===== src/rtl/decode_hazard_scheduler.sv =====
// ---------------------------------------------------------------------------
// decode_hazard_scheduler
//
// Issue controller for the decode stage of the 16-bit pipeline. It keeps a
// small saturating counter of in-flight writes for each of the 16
// architectural registers. It stalls PC/IR and injects bubbles on RAW hazards
// and on write-count saturation. It sequences IR flushes after a redirect and
// counts hazard-stall cycles.
//
// Parameters
//   CNT_W              width of each per-register outstanding-write counter
//   FLUSH_CYCLES       cycles ir_flush is held after a redirect (1..15),
//                      including the request cycle
//   ZERO_REG_HARDWIRED r0 is never tracked and never causes a hazard
//   WB_BYPASS          a writeback retiring the last pending write to a
//                      source register satisfies that source in the same cycle
//
// Ports
//   clk, rst                      clock, synchronous active-high reset
//   id_valid                      decode holds a valid instruction
//   id_rs1/id_rs2/id_rd           register fields of the decode instruction
//   id_use_rs1/id_use_rs2         instruction reads rs1 / rs2
//   id_write_rd                   instruction writes rd
//   wb_valid/wb_rd                a writer retires (or is squashed) this cycle
//   flush_req                     one-cycle redirect request from execute
//   pc_write/ir_write             PC / IR register enables
//   issue                         decode instruction advances this cycle
//   bubble                        insert a NOP into decode/execute
//   ir_flush                      clear IR to NOP
//   busy_vec                      bit i set while register i has writes in flight
//   stall_cycles                  saturating hazard-stall cycle count
//   state                         0=RUN, 1=STALL, 2=FLUSH
// ---------------------------------------------------------------------------
module decode_hazard_scheduler #(
    parameter int CNT_W              = 2,
    parameter int FLUSH_CYCLES       = 2,
    parameter bit ZERO_REG_HARDWIRED = 1'b1,
    parameter bit WB_BYPASS          = 1'b0
) (
    input  logic        clk,
    input  logic        rst,
    input  logic        id_valid,
    input  logic [3:0]  id_rs1,
    input  logic [3:0]  id_rs2,
    input  logic [3:0]  id_rd,
    input  logic        id_use_rs1,
    input  logic        id_use_rs2,
    input  logic        id_write_rd,
    input  logic        wb_valid,
    input  logic [3:0]  wb_rd,
    input  logic        flush_req,
    output logic        pc_write,
    output logic        ir_write,
    output logic        issue,
    output logic        bubble,
    output logic        ir_flush,
    output logic [15:0] busy_vec,
    output logic [15:0] stall_cycles,
    output logic [1:0]  state
);

    if (FLUSH_CYCLES < 1 || FLUSH_CYCLES > 15) begin : g_bad_flush_cycles
        $error("FLUSH_CYCLES must be in the range 1..15");
    end

    typedef enum logic [1:0] {
        ST_RUN   = 2'd0,
        ST_STALL = 2'd1,
        ST_FLUSH = 2'd2
    } state_t;

    localparam logic [CNT_W-1:0] CNT_MAX    = '1;
    localparam logic [CNT_W-1:0] CNT_ONE    = CNT_W'(1);
    localparam logic [3:0]       FLUSH_INIT = 4'(FLUSH_CYCLES - 1);

    state_t            r_state;
    state_t            w_state_nxt;
    logic [3:0]        r_flush_rem;
    logic [3:0]        w_flush_rem_nxt;
    logic [CNT_W-1:0]  r_cnt     [16];
    logic [CNT_W-1:0]  w_cnt_nxt [16];
    logic [15:0]       r_stall_cycles;

    logic [15:0]       w_pend;
    logic [15:0]       w_inc;
    logic [15:0]       w_dec;
    logic              w_raw;
    logic              w_sat;
    logic              w_hazard;

    // ------------------------------------------------------------------
    // Pending-write view of the scoreboard as seen by the decode sources.
    // ------------------------------------------------------------------
    always_comb begin
        for (int i = 0; i < 16; i++) begin
            w_pend[i] = (r_cnt[i] != '0);
            // The retiring writer is the last one outstanding, so its value
            // can be forwarded straight from writeback.
            if (WB_BYPASS && wb_valid && (wb_rd == 4'(i)) && (r_cnt[i] == CNT_ONE)) begin
                w_pend[i] = 1'b0;
            end
        end
        if (ZERO_REG_HARDWIRED) begin
            w_pend[0] = 1'b0;
        end
    end

    assign w_raw = (id_use_rs1 & w_pend[id_rs1]) | (id_use_rs2 & w_pend[id_rs2]);

    // A further write to a register whose counter is full would overflow it.
    assign w_sat = id_write_rd & (r_cnt[id_rd] == CNT_MAX)
                 & ~(ZERO_REG_HARDWIRED && (id_rd == 4'd0));

    assign w_hazard = id_valid & (w_raw | w_sat);

    // ------------------------------------------------------------------
    // Next-state and output decode.
    // ------------------------------------------------------------------
    always_comb begin
        // NOTE: every output of this block gets a default first so that no
        // path leaves one unassigned, which would infer a latch.
        w_state_nxt     = r_state;
        w_flush_rem_nxt = r_flush_rem;
        issue           = 1'b0;
        bubble          = 1'b1;
        pc_write        = 1'b1;
        ir_write        = 1'b1;
        ir_flush        = 1'b0;

        if (flush_req) begin
            // Redirect wins over any hazard: load the target into the PC and
            // clear the IR; the counter restarts on every new request.
            ir_write = 1'b0;
            ir_flush = 1'b1;
            if (FLUSH_CYCLES == 1) begin
                w_state_nxt     = ST_RUN;
                w_flush_rem_nxt = 4'd0;
            end else begin
                w_state_nxt     = ST_FLUSH;
                w_flush_rem_nxt = FLUSH_INIT;
            end
        end else if (r_state == ST_FLUSH) begin
            ir_write = 1'b0;
            ir_flush = 1'b1;
            if (r_flush_rem <= 4'd1) begin
                w_state_nxt     = ST_RUN;
                w_flush_rem_nxt = 4'd0;
            end else begin
                w_flush_rem_nxt = r_flush_rem - 4'd1;
            end
        end else begin
            issue       = id_valid & ~w_hazard;
            bubble      = ~issue;
            pc_write    = ~w_hazard;
            ir_write    = ~w_hazard;
            w_state_nxt = w_hazard ? ST_STALL : ST_RUN;
        end
    end

    // ------------------------------------------------------------------
    // Scoreboard counter update. Runs every cycle, including during a flush,
    // because squashed writers still retire through wb_valid.
    // ------------------------------------------------------------------
    always_comb begin
        for (int i = 0; i < 16; i++) begin
            w_inc[i] = issue & id_write_rd & (id_rd == 4'(i))
                     & ~(ZERO_REG_HARDWIRED && (i == 0));
            w_dec[i] = wb_valid & (wb_rd == 4'(i)) & (r_cnt[i] != '0);
            w_cnt_nxt[i] = r_cnt[i];
            if (w_inc[i] && !w_dec[i]) begin
                w_cnt_nxt[i] = r_cnt[i] + CNT_ONE;
            end else if (w_dec[i] && !w_inc[i]) begin
                w_cnt_nxt[i] = r_cnt[i] - CNT_ONE;
            end
        end
    end

    // ------------------------------------------------------------------
    // State registers.
    // ------------------------------------------------------------------
    always_ff @(posedge clk) begin
        // NOTE: sequential state uses non-blocking assignments so every
        // register samples pre-edge values regardless of statement order.
        if (rst) begin
            r_state        <= ST_RUN;
            r_flush_rem    <= 4'd0;
            r_stall_cycles <= 16'd0;
            // NOTE: the counter array is 16 small flops, not a RAM, so it can
            // and must be cleared by reset to start with an empty scoreboard.
            for (int i = 0; i < 16; i++) begin
                r_cnt[i] <= '0;
            end
        end else begin
            r_state     <= w_state_nxt;
            r_flush_rem <= w_flush_rem_nxt;
            for (int i = 0; i < 16; i++) begin
                r_cnt[i] <= w_cnt_nxt[i];
            end
            if (w_hazard && !flush_req && (r_stall_cycles != 16'hFFFF)) begin
                r_stall_cycles <= r_stall_cycles + 16'd1;
            end
        end
    end

    always_comb begin
        for (int i = 0; i < 16; i++) begin
            busy_vec[i] = (r_cnt[i] != '0);
        end
    end

    assign stall_cycles = r_stall_cycles;
    assign state        = r_state;

endmodule


===== config.mk =====
export PLATFORM = sky130hd
export DESIGN_NAME = decode_hazard_scheduler
export DESIGN_NICKNAME = d
export VERILOG_FILES = /design/src/rtl/decode_hazard_scheduler.sv
export SDC_FILE = /design/constraint.sdc
export NUM_CORES = 1
export LEC_CHECK = 0
export BUFFER_PORTS_ARGS = -buffer_cell sky130_fd_sc_hd__buf_2
export CAP_MARGIN = 0
export CORE_ASPECT_RATIO = 2
export CORE_MARGIN = 3
export CORE_UTILIZATION = 57
export CTS_CLUSTER_SIZE = 25
export DETAILED_ROUTE_END_ITERATION = 12
export HOLD_SLACK_MARGIN = 0.15
export PLACE_DENSITY = 0.81
export SYNTH_ARGS = -nofsm -noshare
export SYNTH_HDL_FRONTEND = slang
export SYNTH_SLANG_ARGS = --single-unit

===== constraint.sdc =====
create_clock -name clk -period 4.5 [get_ports clk]
set_input_delay 0.675 -clock clk [delete_from_list [all_inputs] [get_ports clk]]
set_output_delay 0.675 -clock clk [all_outputs]
set_load 0.05 [all_outputs]

## Word level (Yosys, flattened, before mapping)

Memories as Yosys holds them, arrays and structs flattened.
Cells that the tools add are included.

- Bitwise operators: 75
- Eq/ne operators: 35
- Magnitude comparators: 3
- Multiplexer cells: 71
- Reduce and logical (&&, ||, !) cells: 83
- $add $sub $neg: 33

Operators with widths:

| operator | count |
|---|---|
| $mux W2 | 50 |
| $eq A4 B4 Y1 const B | 16 |
| $and A1 B1 Y1 | 54 |
| $reduce_bool A2 Y1 | 17 |
| $eq A4 B3 Y1 const B | 8 |
| $logic_and A1 B1 Y1 | 32 |
| $sub A2 B1 Y2 const B | 16 |
| $logic_not A1 Y1 | 31 |
| $add A2 B1 Y2 const B | 15 |
| $mux W1 | 18 |
| $or A1 B1 Y1 | 18 |
| $add A16 B1 Y16 const B | 1 |
| $eq A4 B2 Y1 const B | 4 |
| $ne A16 B16 Y1 const B | 1 |
| $lt A4 B5 Y1 const B | 2 |
| $bmux W1 S4 | 2 |
| $eq A4 B1 Y1 const B | 2 |
| $logic_not A4 Y1 | 2 |
| $eq A2 B2 Y1 const B | 2 |
| $le A4 B1 Y1 const B | 1 |
| $mux W4 | 1 |
| $sub A4 B1 Y4 const B | 1 |
| $ne A3 B2 Y1 const B | 1 |
| $not A1 Y1 | 3 |
| 2 further kinds | 2 |

- Output and inout port bits: 39
- Memories kept: 1
- Bits in writable memories: 32
- Input port bits: 24
- Flip-flop bits (word level): 22

Memory list:

| memory | depth | bits a word | rd ports | clocked after Yosys merged registers in | write ports | RTL line | source |
|---|---|---|---|---|---|---|---|
| r_cnt | 16 | 2 | 17 | 0 | 16 | 80 | `logic [CNT_W-1:0] r_cnt [16];` |

## Depth between registers and ports, before layout

An unclocked memory read counts as a cell.

- Depth in word-level cells: 19
- Mapped depth: 15
- Depth with buffers taken out: 11

## Least setup slack after synthesis

OpenSTA, ideal clock, no wires.

- Path kind: input to output
- Start point: in id_rd[1]
- End point: out bubble
- Stages: 9
- Buffers on the path: 2
- Arrival: 3,220 ps
- Data required time: 3,825 ps
- Slack: 605 ps
- Cells stage by stage: buf_2 -> mux4_2 -> or2_2 -> a32oi_1 -> a211o_1 -> o311a_4 -> clkbuf_1 -> and3_1 -> inv_1

- Longest elaborated chain between the ends: 11
- Elaborated cells on any way between the ends: 13
- Those cells by class: eq/ne: 1; mux: 2; bitwise: 8; reduce/logical: 1; memory: 1

RTL lines:

| element | RTL line | source |
|---|---|---|
| from (decl) | 45 | `input logic [3:0] id_rd,` |
| $mem_v2 Z16 W2 | -- |  |
| $eq A2 B2 Y1 | 111 | `assign w_sat = id_write_rd & (r_cnt[id_rd] == CNT_MAX)` |
| $and A1 B1 Y1 | 111 |  |
| $and A1 B1 Y1 * | 112 | `& ~(ZERO_REG_HARDWIRED && (id_rd == 4'd0));` |
| $or A1 B1 Y1 * | 114 | `assign w_hazard = id_valid & (w_raw \| w_sat);` |
| $and A1 B1 Y1 * | 114 |  |
| $not A1 Y1 * | 152 | `issue = id_valid & ~w_hazard;` |
| $and A1 B1 Y1 * | 152 |  |
| $not A1 Y1 * | 153 | `bubble = ~issue;` |
| $mux W1 * | 142 | `end else if (r_state == ST_FLUSH) begin` |
| $mux W1 * | 130 | `if (flush_req) begin` |
| to (decl) | 55 | `output logic bubble,` |

Mark *: on every way between the ends. The rest lies on a longest branch, timed or not.

==> flow_summary.toml <==
[status]
status = "finished clean"

[worst_setup_path]
critical_path_class = "in -> reg"
endpoint_kind = "flop"
arrival_ns = 3.91
required_ns = 4.71
start_kind = "input port"
critPathMaxFanout = 26

[clock_tree]
path_clk_slew_ns = 0.07
worst_skew_pair.late_latency_ns = 0.29
clock-sinks = 54
post_cts_buffers = 0
cts_tree = "done"
htreeDepth = 2
cts_made_buffers = 5
clockBufferDepth = 2
cts_hold_buf = 0
ctsResizeCount = 0
cts_root_buf = "clkbuf_16"

[grt]
overflow = 0
grt_start_max_net_pins = 64
antenna_found_initial = 0
grt_pass1_vias = 3554
grtUsageTotal_pct = 27.7
grt_pass1_wl_mm = 16.6

[die]
dieHeight_um = 119
die_area_sq_um = 7410
coreArea_sq_um = 6110
num_rows = 40
start_util_pct = 59.4
ioPinCount = 63
fp.dieW_um = 62.4

[logic_synthesis]
yosys-top-cells-area = "dfxtp_1, xor2_1, ha_1"
synth-seq-cells = 54
async_reset_ff_share_pct = 0
yosysTopAreaCell = "dfxtp_1"
synth-edff-count = 0
netlist_area_sq_um = 3630
synth_top_flop_cell = "dfxtp_1"
avgSynthCellArea_sq_um = 8.22
yosysTopAreaCellShare_pct = 29.8
yosys_warnings = 0
syn_nets = 484
ys_seq_area_share_pct = 29.8
yosysUniqueCellTypes = 48
synthCells = 441

[cells_and_area]
multi_input_area_sq_um = 2360
drive_above_1_share_pct = 19.1
diodes = 0
syn2layout_area_growth_pct = 13.3
nets = 535
regArea_sq_um = 1080
fillerInstances = 556
final_cell_mix = "buf_2, dfxtp_1, nor2_1, a21oi_1, xor2_1"
final_util_pct = 67.3
final_common_cell = "buf_2"

[power]
cellPowerDensity_nw_per_um2 = 246
peakVddDrop_v = 0.000226
total_leakage_power_nw = 1.79
power_mw = 1.01

[placed_design]
dp_hpwl_mm = 7.63
port_buffers = 62
gp_congestion = 0.952

[timing]
hold_viol_final = 0
fin_tns_setup_ns = 0
max_slew.worst_pin.slew_ns = 1.06
rsz0062_at_grt = "no"
max_freq_ghz = 0.271
setup_viol = 0
timing.slew.headroom_pct = 29.0
fin_worst_skew_ns = 0.00750
slew_viol_final = 0
period_share_pct = 82.1
final.min_clock_period_ns = 3.69

[detailed_routing]
num_vias = 3655
wl_per_cell_um = 17.3
routed_wl_mm = 9.96
drc = 0
antenna_left = 0
vias_per_cell = 6.33
drt_pass1_iterations = 6
drtIter0Drc = 334

[job]
maxCapViolCount = 0

[min_path]
hold_path_class = "reg -> reg"
routing by layer:
metal	global-route usage, %	wire length, um	share of wire, %	vias up
li1	-	-	-	1701
met4	20.1	676	6.8	0
met1	28.0	3450	35	1710
met2	50.8	5310	53	182
met5	0	0	0	-
met3	3.33	510	5.1	62
registers in the layout, indices dropped and copies added (netlist names):
signal / flops
r_cnt: 32
stall_cycles: 16
r_flush_rem: 4
state: 2
synthesized netlist by cell type, types with 2 or more instances:
| library cell | n |
|---|---|
| a211o_1 | 2 |
| nand2_1 | 17 |
| mux2i_1 | 5 |
| ha_1 | 19 |
| and3b_1 | 2 |
| nor2b_1 | 12 |
| o31ai_1 | 6 |
| a22oi_1 | 2 |
| nor4_1 | 10 |
| inv_1 | 26 |
| a221oi_1 | 2 |
| nand3_1 | 18 |
| a211oi_1 | 4 |
| nand4_1 | 9 |
| nand2b_1 | 10 |
| buf_2 | 5 |
| dfxtp_1 | 54 |
| clkbuf_1 | 10 |
| nor3_1 | 21 |
| xor2_1 | 30 |
| a2111oi_0 | 6 |
| buf_1 | 2 |
| nor2_1 | 53 |
| and3_1 | 5 |
| mux4_2 | 8 |
| nor3b_1 | 3 |
| a21oi_1 | 32 |
| mux2_2 | 7 |
| or2_2 | 5 |
| o21ai_0 | 16 |
| or4_1 | 7 |
| or3_1 | 16 |
| nand4b_1 | 2 |
critical path, stage by stage:
cell and delay [ns]:
buf_2 0.29, mux4_2 0.54, nor2b_1 0.14, a211oi_1 0.23, a211o_1 0.15, o311a_4 0.35
nand4_4 0.27, nor4_1 0.39, ha_1 0.34, or3_1 0.37, a21oi_1 0.15
stage by stage:
stage | hold slack [ns] | cell area (sq um) | cells | worst slack [ns]
2_1_floorplan | 0.455 | 3630 | 441 | 0.605
3_3_place_gp | 0.481 | 3960 | 569 | 0.688
3_5_place_dp | 0.489 | 3960 | 569 | 0.552
4_1_cts | 0.500 | 4110 | 577 | 0.849
5_1_grt | 0.539 | 4110 | 577 | 0.546
6_report | 0.504 | 4110 | 577 | 0.806
power breakdown:
group / internal (mW) / switching [mW]
Sequential: 0.481 / 0.00421
Clock: 0.221 / 0.171
Combinational: 0.0399 / 0.0947
Total: 0.742 / 0.270
cells by family (layout without fill, tap and decap cells):
kind of cell	after synthesis	count (layout)	share of synthesized area, %
buffers and inverters	45	97	5.14
AOI/OAI and AO/OA	77	77	13.5
and+or+nand+nor	195	195	29.0
adders and majority gates	19	19	6.56
muxes	20	20	8.52
xor gates and xnor gates	31	31	7.49
DFF	54	54	29.8
worst paths after layout:
| check | from | endpoint | slack (ns) | cells past startpoint |
|---|---|---|---|---|
| setup reg to reg | r_cnt[1][0] | r_cnt[12][1] | 1.01 | 10 |
| hold / removal | r_cnt[2][1] | r_cnt[2][1] | 0.50 | 2 |
| hold reg to reg | r_cnt[2][1] | r_cnt[2][1] | 0.50 | 2 |
| setup / recovery | id_rd[0] | r_cnt[12][1] | 0.81 | 11 |
layout make-up:
| type | instances | area share, % |
|---|---|---|
| Inverter | 26 | 2.38 |
| Sequential cell | 54 | 26.3 |
| Timing Repair Buffer | 63 | 7.74 |
| Multi-Input combinational cell | 342 | 57.4 |
| Tap cell | 84 | 2.56 |
| Clock inverter | 1 | 0.122 |
| Clock buffer | 7 | 3.47 |
(Power assumes the default switching activity.)
